[src/rtl/pong_paddle_engine.sv]
// Pong paddle controller: manual/auto direction, slow-to-fast stepping,
// recentre, and a registered paddle draw strobe.
module pong_paddle_engine #(
    parameter int c_COORD_WIDTH        = 6,
    parameter int c_PADDLE_X_POSITION  = 0,
    parameter int c_PADDLE_WIDTH       = 1,
    parameter int c_PADDLE_HEIGHT      = 6,
    parameter int c_GAME_WINDOW_HEIGHT = 30,
    parameter int c_SLOW_CYCLES        = 1250000,
    parameter int c_FAST_CYCLES        = 625000,
    parameter int c_ACCEL_STEPS        = 4
) (
    input  logic                     i_Clk,
    input  logic                     i_Reset,
    input  logic                     i_Enable,
    input  logic                     i_Mode,
    input  logic                     i_Center,
    input  logic                     i_Paddle_Up,
    input  logic                     i_Paddle_Down,
    input  logic [c_COORD_WIDTH-1:0] i_Ball_Y,
    input  logic [c_COORD_WIDTH-1:0] i_ColCount_Div,
    input  logic [c_COORD_WIDTH-1:0] i_RowCount_Div,
    output logic                     o_DrawPaddle,
    output logic [c_COORD_WIDTH-1:0] o_Paddle_Y_position,
    output logic [1:0]               o_Moving
);

    localparam int CW    = c_COORD_WIDTH;
    localparam int Y_MAX = c_GAME_WINDOW_HEIGHT - c_PADDLE_HEIGHT;
    localparam int Y_MID = Y_MAX / 2;
    localparam int CNT_W = $clog2(c_SLOW_CYCLES);
    localparam int ACC_W = $clog2(c_ACCEL_STEPS + 1);

    localparam logic [CW-1:0]    Y_MAX_C   = CW'(Y_MAX);
    localparam logic [CW-1:0]    Y_MID_C   = CW'(Y_MID);
    localparam logic [CNT_W-1:0] SLOW_LAST = CNT_W'(c_SLOW_CYCLES - 1);
    localparam logic [CNT_W-1:0] FAST_LAST = CNT_W'(c_FAST_CYCLES - 1);
    localparam logic [ACC_W-1:0] ACC_LAST  = ACC_W'(c_ACCEL_STEPS - 1);
    localparam logic [CW:0]      HALF_H    = (CW+1)'(c_PADDLE_HEIGHT / 2);
    localparam logic [CW:0]      SPAN_H    = (CW+1)'(c_PADDLE_HEIGHT - 1);
    localparam logic [CW:0]      COL_LO    = (CW+1)'(c_PADDLE_X_POSITION);
    localparam logic [CW:0]      COL_HI    =
        (CW+1)'(c_PADDLE_X_POSITION + c_PADDLE_WIDTH - 1);

    typedef enum logic [1:0] {
        IDLE,
        SLOW,
        FAST
    } state_t;

    typedef enum logic [1:0] {
        DIR_NONE,
        DIR_UP,
        DIR_DOWN
    } dir_t;

    state_t            state;
    dir_t              dir;
    dir_t              req;
    logic [CNT_W-1:0]  cnt;
    logic [CNT_W-1:0]  cnt_last;
    logic [ACC_W-1:0]  acc;
    logic [CW-1:0]     y;
    logic [CW-1:0]     y_step;
    logic [CW:0]       center;
    logic [CW:0]       ball;
    logic [CW:0]       row_lo;
    logic [CW:0]       row_hi;
    logic [CW:0]       col;
    logic [CW:0]       row;

    assign o_Paddle_Y_position = y;

    always_comb begin
        center = {1'b0, y} + HALF_H;
        ball   = {1'b0, i_Ball_Y};
        req    = DIR_NONE;
        if (i_Enable) begin
            if (i_Mode) begin
                if (ball > center)
                    req = DIR_DOWN;
                else if (ball < center)
                    req = DIR_UP;
            end else begin
                case ({i_Paddle_Up, i_Paddle_Down})
                    2'b10:   req = DIR_UP;
                    2'b01:   req = DIR_DOWN;
                    default: req = DIR_NONE;
                endcase
            end
        end
    end

    // A blocked step still consumes its interval; only Y is clamped.
    always_comb begin
        cnt_last = (state == FAST) ? FAST_LAST : SLOW_LAST;
        y_step   = y;
        if (dir == DIR_DOWN && y != Y_MAX_C)
            y_step = y + 1'b1;
        else if (dir == DIR_UP && y != '0)
            y_step = y - 1'b1;
    end

    always_ff @(posedge i_Clk or posedge i_Reset) begin
        if (i_Reset) begin
            y        <= Y_MID_C;
            state    <= IDLE;
            dir      <= DIR_NONE;
            cnt      <= '0;
            acc      <= '0;
            o_Moving <= 2'b00;
        end else if (i_Center) begin
            y        <= Y_MID_C;
            state    <= IDLE;
            cnt      <= '0;
            acc      <= '0;
            o_Moving <= 2'b00;
        end else begin
            case (state)
                IDLE: begin
                    if (req != DIR_NONE) begin
                        dir      <= req;
                        state    <= SLOW;
                        cnt      <= CNT_W'(1);
                        acc      <= '0;
                        o_Moving <= 2'b01;
                    end
                end
                SLOW, FAST: begin
                    if (req != dir) begin
                        state    <= IDLE;
                        cnt      <= '0;
                        acc      <= '0;
                        o_Moving <= 2'b00;
                    end else if (cnt == cnt_last) begin
                        cnt <= '0;
                        y   <= y_step;
                        if (state == SLOW) begin
                            acc <= acc + 1'b1;
                            if (acc == ACC_LAST) begin
                                state    <= FAST;
                                o_Moving <= 2'b11;
                            end
                        end
                    end else begin
                        cnt <= cnt + 1'b1;
                    end
                end
                default: begin
                    state    <= IDLE;
                    cnt      <= '0;
                    acc      <= '0;
                    o_Moving <= 2'b00;
                end
            endcase
        end
    end

    always_comb begin
        col    = {1'b0, i_ColCount_Div};
        row    = {1'b0, i_RowCount_Div};
        row_lo = {1'b0, y};
        row_hi = {1'b0, y} + SPAN_H;
    end

    always_ff @(posedge i_Clk or posedge i_Reset) begin
        if (i_Reset)
            o_DrawPaddle <= 1'b0;
        else
            o_DrawPaddle <= (col >= COL_LO) && (col <= COL_HI) &&
                            (row >= row_lo) && (row <= row_hi);
    end

endmodule

[config.mk]
export PLATFORM = sky130hd
export DESIGN_NAME = pong_paddle_engine
export DESIGN_NICKNAME = d
export VERILOG_FILES = /design/src/rtl/pong_paddle_engine.sv
export SDC_FILE = /design/constraint.sdc
export NUM_CORES = 1
export LEC_CHECK = 0
export BUFFER_PORTS_ARGS = -buffer_cell sky130_fd_sc_hd__buf_2
export CAP_MARGIN = 20
export CORE_UTILIZATION = 45
export CTS_BUF_LIST = sky130_fd_sc_hd__clkbuf_8
export CTS_CLUSTER_DIAMETER = 40
export CTS_CLUSTER_SIZE = 30
export DETAILED_ROUTE_END_ITERATION = 8
export GPL_ROUTABILITY_DRIVEN = 0
export PLACE_DENSITY = 0.69
export SYNTH_ARGS = -nofsm -noshare
export SYNTH_HDL_FRONTEND = slang
export SYNTH_SLANG_ARGS = --single-unit
[constraint.sdc]
create_clock -name i_Clk -period 4.2 [get_ports i_Clk]
set_clock_uncertainty 0.05 [all_clocks]
set_input_delay 1.26 -clock i_Clk [delete_from_list [all_inputs] [get_ports i_Clk]]
set_output_delay 1.26 -clock i_Clk [all_outputs]
set_load 0.05 [all_outputs]
* Word level (Yosys, flattened, before mapping)
Cells that the tools add are included.
W data, S select, Z words.
** Word-level totals
- Flip-flop bits (word level) :: 37
- Input port bits :: 25
- Logic and storage cells :: 87
** Operators by class
- Add/subtract/negate cells :: 6
- Magnitude comparators :: 6
- Eq/ne operators :: 15
- Multiplexer cells :: 36
- Bitwise logic cells :: 1
- Reduce and logical (&&, ||, !) cells :: 16
** Operator list (count)
- $mux W21 :: 5
- $pmux W21 S2 :: 1
- $mux W6 :: 6
- $mux W2 :: 14
- $add A21 B1 Y21 const B :: 1
- $eq A21 B21 Y1 :: 1
- $mux W3 :: 5
- $ne A4 B4 Y1 const B :: 3
- $pmux W2 S2 :: 3
- $reduce_and A4 Y1 :: 2
- $add A6 B2 Y7 const B :: 1
- $add A6 B3 Y7 const B :: 1
- $gt A6 B7 Y1 :: 1
- $le A6 B7 Y1 :: 1
- $lt A6 B7 Y1 :: 1
- $add A6 B1 Y6 const B :: 1
- $eq A2 B1 Y1 const B :: 3
- $eq A2 B2 Y1 const B :: 3
- $ge A6 B1 Y1 const B :: 1
- $ge A6 B6 Y1 :: 1
- $le A6 B1 Y1 const B :: 1
- $ne A6 B5 Y1 const B :: 1
- $pmux W3 S2 :: 1
- $reduce_and A3 Y1 :: 2
- other kinds (14) :: 20

* Depth between registers and ports, before layout
- Depth after elaboration :: 10
- Gate-level depth with buffers :: 14
- Gate-level depth less buffers :: 14

* Worst setup path after synthesis
Ideal clock, no wire load.
- Kind :: register to register
- From :: register y[0] (netlist: o_Paddle_Y_position[0])
- To :: register cnt[12]
- Library setup time :: 126 ps
- Arrival time :: 3681 ps
- Required time :: 4024 ps
- Setup slack :: 343 ps
- Cell stages (with the launch flop) :: 15
- Path buffers :: 1
- Cell sequence :: dfrtp_1 > inv_1 > ha_1 > nand2b_1 > or2_2 > xnor2_1 > ha_1 > a21o_1 > a21oi_1 > a21oi_1 > or3_1 > nand4b_1 > clkbuf_1 > nor3_1 > a221o_1
** On the way
- Word-level cells in the longest chain between the ends :: 10
- Elaborated cells between the ends (all ways) :: 13
- Those cells by class :: 1 x add/sub; 2 x order compare; 2 x eq/ne; 7 x mux; 1 x reduce/logical
** Ends and longest elaborated chain
- from (decl) :: RTL line 63 : logic [CW-1:0] y;
- from (signal assigned) :: RTL line 137 : y <= y_step;
- $add A6 B2 Y7 (*) :: RTL line 75 : center = {1'b0, y} + HALF_H;
- $lt A6 B7 Y1 :: RTL line 82 : else if (ball < center)
- $mux W1 :: RTL line 82
- $mux W2 (*) :: RTL line 80 : if (ball > center)
- $mux W2 (*) :: RTL line 79 : if (i_Mode) begin
- $mux W2 (*) :: RTL line 78 : if (i_Enable) begin
- $ne A2 B2 Y1 :: RTL line 130 : if (req != dir) begin
- $mux W21 :: RTL line 130
- $pmux W21 S2 :: RTL line 119 : case (state)
- $mux W21 :: RTL line 112 : end else if (i_Center) begin
- to (signal assigned) :: RTL line 146 : cnt <= cnt + 1'b1;
- to (decl) :: RTL line 60 : logic [CNT_W-1:0] cnt;
Every way passes the cells marked *; elsewhere a longest branch is shown, timed or not.
A chain may end at the register's enable or synchronous reset.

* Worst setup path in the final report
Ends and elaborated chain as after synthesis.

==> metrics.txt <==
routed vias=2670; Worst EP arrival=3.94 ns; Syn Nets=404; router iterations before antenna repair=7; Placeable Area=0.00642 mm2; Max FO, Critical Path=17; Final WS setup=0.390 ns; synthesized flop and latch total=36; clock root cell=clkbuf_8; worst-case reg-to-reg path depth=14; Final Slew Violations=0; Overflow after GRT=0; antenna violations before repair=0; CP max-delay cell=dfrtp_1; vias per cell=5.83; number of global-route vias before repair=2677; CTS Hold Bufs=0; Worst R2R End=cnt[12]; Reg-to-Reg Start=o_Paddle_Y_position[0]; ant diodes=0; Slew @ Worst Pin=0.462 ns; largest net degree at the start of global routing=37; Primary FF master, synth=dfrtp_1; CP Cell Sequence=inv_1 -> ha_1 -> nand2b_1 -> or2_2 -> xnor2_1 -> ha_1 -> a21o_1 -> a21oi_1 -> a211oi_1 -> o21ai_0 -> nor3b_2 -> nor3_2 -> buf_4 -> a221o_1; RSZ-0062 raised after global routing=no; nets=438; power share of the combinational group=41.3%; clk sink count=36; max-cap violations=0; CP startpoint kind=flop; Post-Route Utilization=52.6%; fin crit share=90.7%; Clock transition at path regs=0.08 ns; status=finished with violations; Sw Pwr=449 uW; WL/cell=15.1 um; WHS=0.482 ns; WP data required=4.33 ns; worst reg2reg setup slack=0.39 ns; FFs w/ async S/R, synth=100%; Die ar.=0.00709 mm2; routed wire length=6930 um; CP Class=flop to flop; setup_tns=0 ns; share of cells above drive strength 1=16.0%; IO Port Bufs=33; Top-Level Pins=34; initial core utilization=47.4%; dpl ws=0.279 ns; number of synthesized flops with an enable pin=0; GRT Total Usage=21.6%; Worst Hold Class=flop to flop; Cells after Synth=346; Seq/Total Area, Yosys=29.7%; sink of the worst hold path=acc[2]; Top cell by count, worst path=ha_1; leakage power=0.00155 uW; Final Hold Fails=0; CP peak stage delay=0.45 ns; CTS tree=yes; Clk network pwr share=23.4%; row count=29; Min Clock Period, post-route=3.81 ns; DR iter-0 viols=169; # setup viols final=0; remaining antenna violation count=0; area delta synth->final=11.0%; Cells on Worst Hold Path=1; Hold Startpoint=acc[2]; Post-Syn Area=0.00304 mm2; # H-tree levels=2; CTS max path bufs=2; Max Fclk=0.262 GHz; Mean Syn Cell Area=8.79 um2; post-synth cell types=62; first-pass GRT wire length=12400 um; failing checks=DRC; endpoint class of the critical path=flop; total CTS buffers=5; Max IR drop VDD=0.151 mV; slew margin rel.=69.2%; Die Width=84.2 um; DP HPWL=5120 um; clk_lat worst skew=0.29 ns; overall die height=84.2 um; Power Density=335 mW/mm2; DRC=10; register share of total power=35.3%; switch share=39.6%; Yosys Warn Count=0; internal power=684 uW
## cell usage in the layout, fill, tap and decap left out, types with 2 or more instances in the layout
cell type,n
nand2_1,19
and4_1,2
nor2_1,21
o21ai_0,20
inv_1,25
mux2_2,3
nor2b_1,12
and2_1,3
a21boi_0,2
nand4_1,6
o211ai_1,2
and2b_1,2
ha_1,32
a22o_1,16
nand3b_1,2
mux2i_1,3
and3_1,8
dfstp_2,2
dfrtp_1,34
o311ai_0,2
clkbuf_8,6
nand2b_1,5
a21o_1,4
nand3_1,11
buf_2,33
nor3_1,12
o31ai_1,18
buf_4,7
o22ai_1,2
o21a_1,3
xor2_1,4
nor4bb_1,4
xnor2_1,8
or2_2,2
a21oi_1,16
or3_1,2
or4_1,2
## worst max-delay path, delay by kind of cell (launching register included)
family,cells,cell delay [ns]
AOI/OAI and AO/OA,5,1.18
xor gates and xnor gates,1,0.13
adders and majority gates,2,0.55
buffers and inverters,2,0.37
DFF,1,0.45
and+or+nand+nor,4,0.98
## worst max path at each step
stage	slack, ns	startpoint	to
floorplan	0.34	o_Paddle_Y_position[0]	cnt[12]
global placement	0.45	o_Paddle_Y_position[0]	acc[0]
detailed placement	0.28	o_Paddle_Y_position[0]	acc[0]
CTS	0.26	o_Paddle_Y_position[0]	acc[0]
global route	0.03	o_Paddle_Y_position[0]	cnt[12]
finish	0.39	o_Paddle_Y_position[0]	cnt[12]
## metal layers
metal / wire, um / track usage (%) / up-vias / share of wire (%)
li1: - / - / 1346 / -
met1: 3530 / 30.5 / 1274 / 51
met2: 3070 / 34.0 / 48 / 44
met3: 293 / 3.64 / 2 / 4.2
met4: 38 / 6.74 / 0 / 0.55
met5: 0 / 0 / - / 0
## flip-flops by register name, summed over array words and instances (netlist names)
signal,cells
cnt,21
o_DrawPaddle,1
o_Moving,2
o_Paddle_Y_position,6
dir,2
acc,3
state,1
## logic make-up (layout without fill, tap and decap cells)
group,Yosys count,after routing,share of synthesized area [%]
simple gates,125,125,23.6
xor+xnor,12,12,3.45
mux,6,6,2.10
compound gates,97,97,21.8
buf+inv,37,72,5.51
flops,36,36,29.7
fa+ha+maj,33,33,13.8
## per-stage QoR
step | area (um2) | total power [uW] | std cells
final | 3380 | 1130 | 458
after global routing | 3380 | 1220 | 458
after CTS | 3370 | 1130 | 457
after detailed placement | 3270 | 863 | 449
after global placement | 3270 | 850 | 449
after floorplan | 3040 | 744 | 346
## power groups by stage
stage          clock, uW  combinational (uW)  sequential (uW)
2_1_floorplan          0                 331              414
3_3_place_gp           0                 443              406
3_5_place_dp           0                 457              406
4_1_cts              271                 461              400
5_1_grt              288                 529              405
6_report             265                 467              400
## timing repair
action                     4_1_cts  5_1_grt
setup endpoints to repair        0       12
buffers inserted                 0        1
resized for setup                0        1
## final cells by class
type | count | area, um2
clock buffers | 6 | 82.6
clock inverters | 2 | 11.3
repair buffers | 40 | 218
well taps | 77 | 96.3
flip-flops and latches | 36 | 903
fillers | 594 | 3050
multi-input cells | 273 | 1980
inverters | 24 | 90.1
## Yosys cell counts, types with 2 or more instances
library cell | count | area, um2
or3_1 | 2 | 12.5
o21ai_0 | 20 | 100
buf_6 | 2 | 22.5
mux2_2 | 3 | 33.8
mux2i_1 | 3 | 30.0
and2_1 | 3 | 18.8
o311ai_0 | 2 | 17.5
buf_4 | 2 | 15.0
nor2b_1 | 12 | 75.1
inv_1 | 24 | 90.1
nor3_1 | 12 | 60.1
buf_2 | 5 | 25.0
nand4_1 | 6 | 37.5
a21oi_1 | 16 | 80.1
xnor2_1 | 8 | 70.1
o211ai_1 | 2 | 15.0
and3_1 | 8 | 50.1
and2b_1 | 2 | 15.0
nor2_1 | 21 | 78.8
xor2_1 | 4 | 35.0
o21ai_1 | 2 | 10.0
clkbuf_1 | 4 | 15.0
o21a_1 | 3 | 22.5
nand2_1 | 19 | 71.3
nand3_1 | 11 | 55.1
and4_1 | 2 | 17.5
dfstp_2 | 2 | 52.6
a21boi_0 | 2 | 15.0
or4_1 | 2 | 15.0
nor4bb_1 | 4 | 40.0
ha_1 | 32 | 400
dfrtp_1 | 34 | 851
o31ai_1 | 18 | 135
nand2b_1 | 5 | 31.3
nand3b_1 | 2 | 15.0
or2_2 | 2 | 12.5
o22ai_1 | 2 | 12.5
a21o_1 | 4 | 30.0
a22o_1 | 16 | 140
(Power assumes the default switching activity.)
